--- src/rtl/booth_bcd_out_if.sv ---
// ---------------------------------------------------------------------------
// booth_bcd_out_if
// Bundle between the Booth multiplier (master) and the binary-to-BCD readout
// stage (slave).
//   Y        master->slave  2N-bit product
//   y_valid  master->slave  one-cycle "product ready" strobe
//   busy     slave->master  conversion in progress
//   done     slave->master  one-cycle pulse, bcd/sign just updated
//   bcd      slave->master  4*DIGITS-bit result, digit 0 in [3:0]
//   sign     slave->master  1 = negative product
//   overrun  slave->master  sticky: a strobe arrived while busy and was dropped
// ---------------------------------------------------------------------------
interface booth_bcd_out_if #(
  parameter int N      = 8,
  parameter int DIGITS = 5
);
  logic [2*N-1:0]      Y;
  logic                y_valid;
  logic                busy;
  logic                done;
  logic [4*DIGITS-1:0] bcd;
  logic                sign;
  logic                overrun;

  modport master (output Y, y_valid, input busy, done, bcd, sign, overrun);
  modport slave  (input Y, y_valid, output busy, done, bcd, sign, overrun);
endinterface

--- src/rtl/booth_bcd_out.sv ---
// ---------------------------------------------------------------------------
// booth_bcd_out
// Sequential binary-to-BCD converter (double-dabble, one bit per clock) for
// the 2N-bit Booth product. A y_valid strobe in IDLE captures the product
// magnitude; 2N shift cycles later bcd/sign are loaded and done pulses.
//
// Ports:
//   clk  single clock, rising edge
//   rst  synchronous, active-high reset
//   bus  booth_bcd_out_if.slave (Y, y_valid in; busy, done, bcd, sign,
//        overrun out). All outputs come straight from registers.
//
// Build option: define BOOTH_BCD_SIGNED_EN to treat Y as two's complement
// (sign = Y MSB, magnitude = |Y|). Without it Y is unsigned and sign is 0.
// ---------------------------------------------------------------------------
module booth_bcd_out #(
  parameter int N      = 8,
  parameter int DIGITS = 5
) (
  input  logic           clk,
  input  logic           rst,
  booth_bcd_out_if.slave bus
);
  localparam int W     = 2 * N;
  localparam int BW    = 4 * DIGITS;
  localparam int CNT_W = $clog2(W + 1);
  localparam logic [CNT_W-1:0] LAST = CNT_W'(W - 1);

  typedef enum logic [1:0] {IDLE, SHIFT, DONE} state_t;

  state_t           state_q,   state_d;
  logic [W-1:0]     shreg_q,   shreg_d;
  logic [BW-1:0]    scratch_q, scratch_d;
  logic [CNT_W-1:0] cnt_q,     cnt_d;
  logic [BW-1:0]    bcd_q,     bcd_d;
  logic             overrun_q, overrun_d;
  logic [W-1:0]     mag;

  // Per-nibble add-3; nibbles never carry into each other because a digit
  // of at most 9 plus 3 stays within 4 bits.
  function automatic logic [BW-1:0] add3(input logic [BW-1:0] s);
    logic [BW-1:0] r;
    r = s;
    for (int i = 0; i < DIGITS; i++) begin
      if (s[4*i +: 4] >= 4'd5) r[4*i +: 4] = s[4*i +: 4] + 4'd3;
    end
    return r;
  endfunction

`ifdef BOOTH_BCD_SIGNED_EN
  logic sign_cap_q, sign_cap_d;
  logic sign_q,     sign_d;
  // 0x8000 negates to 0x8000, which read as unsigned is the right magnitude.
  assign mag      = bus.Y[W-1] ? W'(-bus.Y) : bus.Y;
  assign bus.sign = sign_q;
`else
  assign mag      = bus.Y;
  assign bus.sign = 1'b0;
`endif

  assign bus.busy    = (state_q != IDLE);
  assign bus.done    = (state_q == DONE);
  assign bus.bcd     = bcd_q;
  assign bus.overrun = overrun_q;

  // NOTE: every _d signal takes a default (its _q) before the case; a path
  // that skipped an assignment would infer a latch.
  always_comb begin
    state_d   = state_q;
    shreg_d   = shreg_q;
    scratch_d = scratch_q;
    cnt_d     = cnt_q;
    bcd_d     = bcd_q;
    overrun_d = overrun_q;
`ifdef BOOTH_BCD_SIGNED_EN
    sign_cap_d = sign_cap_q;
    sign_d     = sign_q;
`endif
    case (state_q)
      IDLE: begin
        if (bus.y_valid) begin
          shreg_d   = mag;
          scratch_d = '0;
          cnt_d     = '0;
          overrun_d = 1'b0;
`ifdef BOOTH_BCD_SIGNED_EN
          sign_cap_d = bus.Y[W-1];
`endif
          state_d   = SHIFT;
        end
      end
      SHIFT: begin
        if (bus.y_valid) overrun_d = 1'b1;
        {scratch_d, shreg_d} = {add3(scratch_q), shreg_q} << 1;
        cnt_d = cnt_q + 1'b1;
        if (cnt_q == LAST) begin
          bcd_d   = scratch_d;
`ifdef BOOTH_BCD_SIGNED_EN
          sign_d  = sign_cap_q;
`endif
          state_d = DONE;
        end
      end
      DONE: begin
        if (bus.y_valid) overrun_d = 1'b1;
        state_d = IDLE;
      end
      default: state_d = IDLE;
    endcase
  end

  // NOTE: state registers use non-blocking assignments so every flop samples
  // the pre-edge values; blocking here would create order-dependent races.
  always_ff @(posedge clk) begin
    if (rst) begin
      state_q   <= IDLE;
      shreg_q   <= '0;
      scratch_q <= '0;
      cnt_q     <= '0;
      bcd_q     <= '0;
      overrun_q <= 1'b0;
`ifdef BOOTH_BCD_SIGNED_EN
      sign_cap_q <= 1'b0;
      sign_q     <= 1'b0;
`endif
    end else begin
      state_q   <= state_d;
      shreg_q   <= shreg_d;
      scratch_q <= scratch_d;
      cnt_q     <= cnt_d;
      bcd_q     <= bcd_d;
      overrun_q <= overrun_d;
`ifdef BOOTH_BCD_SIGNED_EN
      sign_cap_q <= sign_cap_d;
      sign_q     <= sign_d;
`endif
    end
  end
endmodule

--- src/flat_wrapper.sv ---
// flat-port wrapper written by rule: the top's interface ports become plain ports
module booth_bcd_out_flat 
#(
  parameter int N      = 8,
  parameter int DIGITS = 5
)
  (clk, rst, bus_Y, bus_y_valid, bus_busy, bus_done, bus_bcd, bus_sign, bus_overrun);
  booth_bcd_out_if #(.N(N), .DIGITS(DIGITS)) bus_i ();
  input  logic clk;
  input  logic rst;
  input wire logic [$bits(bus_i.Y)-1:0] bus_Y;
  input wire logic [$bits(bus_i.y_valid)-1:0] bus_y_valid;
  output wire logic [$bits(bus_i.busy)-1:0] bus_busy;
  output wire logic [$bits(bus_i.done)-1:0] bus_done;
  output wire logic [$bits(bus_i.bcd)-1:0] bus_bcd;
  output wire logic [$bits(bus_i.sign)-1:0] bus_sign;
  output wire logic [$bits(bus_i.overrun)-1:0] bus_overrun;
  assign bus_i.Y = bus_Y;
  assign bus_i.y_valid = bus_y_valid;
  assign bus_busy = bus_i.busy;
  assign bus_done = bus_i.done;
  assign bus_bcd = bus_i.bcd;
  assign bus_sign = bus_i.sign;
  assign bus_overrun = bus_i.overrun;
  booth_bcd_out #(.N(N), .DIGITS(DIGITS)) u_core (.clk(clk), .rst(rst), .bus(bus_i));
endmodule
--- config.mk ---
export PLATFORM = sky130hd
export DESIGN_NAME = booth_bcd_out_flat
export DESIGN_NICKNAME = d
export VERILOG_FILES = /design/src/rtl/booth_bcd_out_if.sv /design/src/rtl/booth_bcd_out.sv /design/src/flat_wrapper.sv
export SDC_FILE = /design/constraint.sdc
export NUM_CORES = 1
export LEC_CHECK = 0
export CAP_MARGIN = 5
export CORE_MARGIN = 10
export CORE_UTILIZATION = 55
export DETAILED_ROUTE_END_ITERATION = 8
export GPL_ROUTABILITY_DRIVEN = 0
export GPL_TIMING_DRIVEN = 0
export HOLD_SLACK_MARGIN = 0.03
export PLACE_DENSITY = 0.8
export REMOVE_ABC_BUFFERS = 1
export SKIP_CTS_REPAIR_TIMING = 1
export SYNTH_ARGS = -nofsm -noshare
export SYNTH_HDL_FRONTEND = slang
export SYNTH_SLANG_ARGS = --single-unit
--- constraint.sdc ---
create_clock -name clk -period 2 [get_ports clk]
set_input_delay 0.4 -clock clk [delete_from_list [all_inputs] [get_ports clk]]
set_output_delay 0.4 -clock clk [all_outputs]
set_load 0.01 [all_outputs]
==> results of run 1 <==
## synth_stat cells (8+ instances only)
library cell / number / share of area
nor2_1: 22 / 0.026
and3_1: 8 / 0.016
a22o_1: 8 / 0.022
buf_2: 11 / 0.017
o21ai_0: 12 / 0.019
a21oi_1: 19 / 0.030
a31o_1: 11 / 0.030
inv_1: 16 / 0.019
mux2i_1: 19 / 0.060
a211oi_2: 15 / 0.059
dfxtp_1: 64 / 0.40
ha_1: 17 / 0.067
nand2_1: 12 / 0.014
## critical path, cell delays in order (launching register included)
cell and delay (ns):
dfxtp_2 0.34, inv_1 0.12, ha_1 0.18, clkdlybuf4s50_1 0.55
## per-layer routing
metal	GRT usage	vias to the layer above	part of all wire
met4	0.0504	0	0.015
met2	0.266	69	0.49
met1	0.164	1255	0.43
met5	0	-	0
met3	0.0724	13	0.073
li1	-	1273	-
## state kept, by name, summed over array words and instances (netlist names)
name	count
u_core.bus.bcd	20
u_core.scratch_q	20
u_core.shreg_q	16
u_core.cnt_q	5
u_core.state_q	2
u_core.bus.overrun	1
## logic make-up after synthesis
kind of cell             count (synthesis)
AO/OA/AOI/OAI                           97
other                                    1
XOR/XNOR                                 4
AND/OR/NAND/NOR                         86
multiplexers                            20
flip-flops                              64
adder cells (fa/ha/maj)                 17
buffers and inverters                   38
## metrics by stage
stage	cell area, µm²	TNS, ns	hold slack [ns]	utilization	power [W]
5_1_grt	3880	-0.0477	0.480	0.700	0.00327
6_report	3880	0	0.464	0.700	0.00314
3_3_place_gp	3530	-82.92	0.447	0.637	0.00184
4_1_cts	3740	-62.86	0.462	0.674	0.00306
2_1_floorplan	3030	-23.21	0.430	-	0.00171
3_5_place_dp	3520	-61.56	0.452	0.636	0.00185
## path summary, 6_finish.rpt
kind | endpoint | depth (start not counted) | startpoint
setup reg to reg | u_core.shreg_q[1] | 8 | u_core.state_q[1]
setup / recovery | bus_done | 3 | u_core.state_q[0]
hold reg to reg | u_core.shreg_q[0] | 2 | u_core.shreg_q[0]
hold / removal | u_core.shreg_q[0] | 2 | u_core.shreg_q[0]
## power by group
group	switching, W	total (W)	internal (W)
clock	0.000478	0.00121	0.000735
combinational	0.000315	0.000555	0.000240
sequential	0.0000372	0.00138	0.00134
## layout make-up
class / count / share of cell area
clock buffer: 13 / 0.0384
inverter: 16 / 0.0165
multi-input combinational: 226 / 0.446
sequential: 64 / 0.331
tap: 72 / 0.0232
timing repair buffer: 47 / 0.126
clock inverter: 3 / 0.0168
timing repair inverter: 1 / 0.00194
==> metrics.yaml, run 1 <==
num_vias: 2610
worst_pin_slew_ns: 0.635
cts_max_path_buffers: 2
synth_warnings: 0
clock-sinks: 64
worst-setup-path-type: "reg2out"
ir_drop_mv: 0.594
grt_pass1_vias: 2471
async_flop_share: 0
multiInputGateArea_um2: 1730
fin_crit_ns: 1.95
setup_viol: 0
initial_core_util: 0.572
syn-cell-area_um2: 3170
skew_ns: 0.00769
rrSetupSlack_ns: 0.09
seqCellArea_um2: 1280
finalWorstSetupSlack_ns: 0.0497
synth_edf_count: 0
fin_cells: 442
cts_tree: "built"
fill_cells: 430
synth-seq-cells: 64
yosysUniqueCellTypes: 50
dp_hpwl_um: 4390
die_w_um: 95.9
power.density_nw_per_um2: 811
drive_gt1_frac: 0.165
htreeDepth: 3
path_max_fanout: 4
fin_nets: 401
dp_cells: 418
clock_latency_ns: 0.35
synth-xor-area-share: 0.0111
crit_path_start_kind: "flop"
final_cell_mix: "dfxtp_1, clkdlybuf4s50_1, nor2_1"
pre_cts_slack_ns: -1.37
drv_cap: 0
portBuffers: 41
p_leak_nw: 1.45
critPathRequiredTime_ns: 1.60
io_pins: 43
max_freq_ghz: 0.513
drtAntennaViolNets: 0
routed_wl_um: 7400
grt-ovfl-total: 0
avgSynthCellArea_um2: 9.69
critPathCaptureType: "primary output"
drtPass1Iterations: 4
die_area_um2: 9200
grt_antenna_before_repair: 0
grt_max_degree: 40
ys.flop_type: "dfxtp_1"
cp.arrival_ns: 1.55
yosys.area_share.simple: 0.151
clk_pin_slew_worst_paths_ns: 0.06
synth_compound_area_frac: 0.238
slew_violations: 0
final_common_cell: "dfxtp_1"
finalHoldViolations: 0
synth.yosys.seq_area_share: 0.404
drtIter0Drc: 151
grt_use_total: 0.155
viasPerCell: 5.90
cts_buffers: 9
die_h_um: 95.9
root_buffer: "clkbuf_8"
synthMuxAreaShare: 0.0636
core_region_area_um2: 5540
hold_class: "reg2reg"
drc_errors: 0
antennaDiodeCount: 0
synth_adder_area_share: 0.0671
relSlewSlack: 0.576
syn_inst: 327
synth_top_family_by_area: "compound AO/OA/AOI/OAI gates"
area_delta_synth_final_pct: 22.4
outcome: "finished, final reports clean"
grt_pass1_wl_um: 11300
wl_per_cell_um: 16.7
core.rowCount: 27
layout_worst_path_cycle_share: 0.975
Power figures use the tool's default switching activity.
==> inputs of run 2 (changes only) <==
--- a/config.mk
+++ b/config.mk
@@ -6,13 +6,15 @@
 export NUM_CORES = 1
 export LEC_CHECK = 0
 export CAP_MARGIN = 5
+export CORE_ASPECT_RATIO = 0.6
 export CORE_MARGIN = 10
-export CORE_UTILIZATION = 55
+export CORE_UTILIZATION = 63
 export DETAILED_ROUTE_END_ITERATION = 8
+export DONT_BUFFER_PORTS = 1
 export GPL_ROUTABILITY_DRIVEN = 0
 export GPL_TIMING_DRIVEN = 0
 export HOLD_SLACK_MARGIN = 0.03
-export PLACE_DENSITY = 0.8
+export PLACE_DENSITY = 0.79
 export REMOVE_ABC_BUFFERS = 1
 export SKIP_CTS_REPAIR_TIMING = 1
 export SYNTH_ARGS = -nofsm -noshare
==> metrics.yaml, run 2 (same netlist as run 1, synthesis figures left out) <==
grt_pass1_wl_um: 11000  # -2.7%
cts_tree: "built"
tns_ns: 0  # unchanged
seq_power_share: 0.474  # +0.037
max_stage_delay_ns: 0.38  # -0.17 ns
critPathCaptureType: "flop"
drive_gt1_frac: 0.176  # +0.0109
grt_pass1_vias: 2201  # -11%
rr_worst_depth: 6  # -2
cts_max_path_buffers: 2  # unchanged
initial_core_util: 0.673  # +0.101
root_buffer: "clkbuf_8"
path_cells: "inv_1, ha_1, nand2b_2, nand2_4, nor2_2, a22o_1"
skew_ns: 0.00354  # -0.00415 ns
fill_cells: 345  # -20%
hold_depth: 1  # -1
die_w_um: 112  # +16%
num_vias: 2380  # -8.8%
grt_antenna_before_repair: 0  # unchanged
max_freq_ghz: 0.533  # +3.9%
routed_wl_um: 6790  # -8.3%
htreeDepth: 3  # unchanged
internal_power_w: 0.00211  # -8.7%
power.density_nw_per_um2: 851  # +5.0%
finalHoldViolations: 0  # unchanged
wl_per_cell_um: 17.3  # +3.2%
dp_hpwl_um: 4270  # -2.6%
worstHoldStart: "rst"
grt-ovfl-total: 0  # unchanged
drtIter0Drc: 148  # -2.0%
reg2reg_from: "u_core.state_q[0]"
hold_ws_ns: 0.117  # -0.347 ns
comb_power_share: 0.167  # -0.009
fin_nets: 361  # -10%
core_region_area_um2: 4710  # -15%
viasPerCell: 6.06  # +2.6%
grt_max_degree: 40  # unchanged
grt_use_total: 0.159  # +0.00413
crit_path_start_kind: "flop"
io_pins: 43  # unchanged
final_cell_mix: "dfxtp_1, nor2_1, a21oi_1, mux2i_1"
drtPass1Iterations: 4  # unchanged
cts_buffers: 9  # unchanged
die_area_um2: 8360  # -9.1%
clock_latency_ns: 0.34  # about the same
worst-setup-path-type: "reg2reg"
cp_num_buf_inv: 1  # -1
drv_cap: 0  # unchanged
relSlewSlack: 0.353  # -0.223
drc_errors: 0  # unchanged
cp_slowest_cell: "dfxtp_1"
hold_class: "in2reg"
portBuffers: 0  # -100%
p_leak_nw: 1.28  # -11%
netSwitchingFraction: 0.272  # +0.00842
cp.arrival_ns: 2.16  # +0.61 ns
die_h_um: 74.9  # -22%
fin_area_um2: 3410  # -12%
rsz0062_at_grt: "no"
timing.rr.end: "u_core.scratch_q[13]"
clk_pin_slew_worst_paths_ns: 0.07  # about the same
p_switching_w: 0.000791  # -4.7%
slew_violations: 0  # unchanged
ir_drop_mv: 0.472  # -21%
cp_top_family: "simple AND/OR/NAND/NOR gates"
drtAntennaViolNets: 0  # unchanged
critPathRequiredTime_ns: 2.28  # +0.68 ns
rrSetupSlack_ns: 0.12  # +0.03 ns
final_common_cell: "dfxtp_1"
layout_worst_path_cycle_share: 0.939  # -0.0365
setup_viol: 0  # unchanged
antennaDiodeCount: 0  # unchanged
dp_cells: 368  # -12%
area_delta_synth_final_pct: 7.62
whs_endpoint: "u_core.shreg_q[11]"
dpl_cell_area_um2: 3110  # -12%
clock-sinks: 64  # unchanged
path_max_fanout: 16  # +12
core.rowCount: 19  # -30%
fin_crit_ns: 1.88  # -0.0730 ns
outcome: "finished, final reports clean"
fin_cells: 393  # -11%
clkPwrFrac: 0.359  # -0.027
worst_pin_slew_ns: 0.969  # +0.334 ns
[run 2: how the worst max path moves through the flow]
stage | start | to | slack [ns] | depth (start not counted)
finish | u_core.state_q[0] | u_core.scratch_q[13] | 0.12 | 6
detailed placement | u_core.state_q[1] | u_core.scratch_q[13] | -1.32 | 6
floorplan | u_core.state_q[1] | u_core.scratch_q[10] | -0.67 | 6
CTS | u_core.state_q[1] | u_core.scratch_q[13] | -1.33 | 6
global placement | u_core.state_q[1] | u_core.scratch_q[14] | -1.24 | 6
global route | u_core.state_q[0] | u_core.scratch_q[2] | 0.01 | 6
[run 2: stage by stage]
stage | total power, W | worst slack, ns | util
2_1_floorplan | 0.00171 | -0.672 | -
3_5_place_dp | 0.00179 | -1.32 | 0.660
4_1_cts | 0.00283 | -1.33 | 0.698
3_3_place_gp | 0.00178 | -1.24 | 0.660
6_report | 0.00290 | 0.123 | 0.724
5_1_grt | 0.00302 | 0.0136 | 0.724
[run 2: cell type report]
cell class,count,area (µm²),area share
tap,63,78.8,0.0231
clock buffer,12,135,0.0396
clock inverter,4,45.0,0.0132
sequential,64,1280,0.376
multi-input combinational,226,1720,0.504
inverter,16,60.1,0.0176
timing repair buffer,8,90.1,0.0264
[run 2: worst register-to-register path, stage by stage (launching register included)]
cell and delay (ns):
dfxtp_1 0.38, inv_1 0.11, ha_1 0.32, nand2b_2 0.24, nand2_4 0.17, nor2_2 0.39, a22o_1 0.20
[run 2: per-layer routing]
metal  track usage  share of wire  vias to the layer above  routed length (µm)
li1              -              -                     1190                   -
met1         0.202           0.47                     1128                3160
met2         0.242           0.45                       56                3040
met3        0.0706          0.080                        6                 544
met4        0.0411         0.0066                        0                  45
met5             0              0                        -                   0
[run 2: power groups by stage]
| stage | Clock (W) | Combinational, W | Sequential, W |
|---|---|---|---|
| final | 0.00104 | 0.000485 | 0.00137 |
| after global routing | 0.00111 | 0.000536 | 0.00138 |
| after CTS | 0.00106 | 0.000394 | 0.00137 |
| after detailed placement | 0 | 0.000392 | 0.00140 |
| after global placement | 0 | 0.000378 | 0.00140 |
| after floorplan | 0 | 0.000323 | 0.00139 |
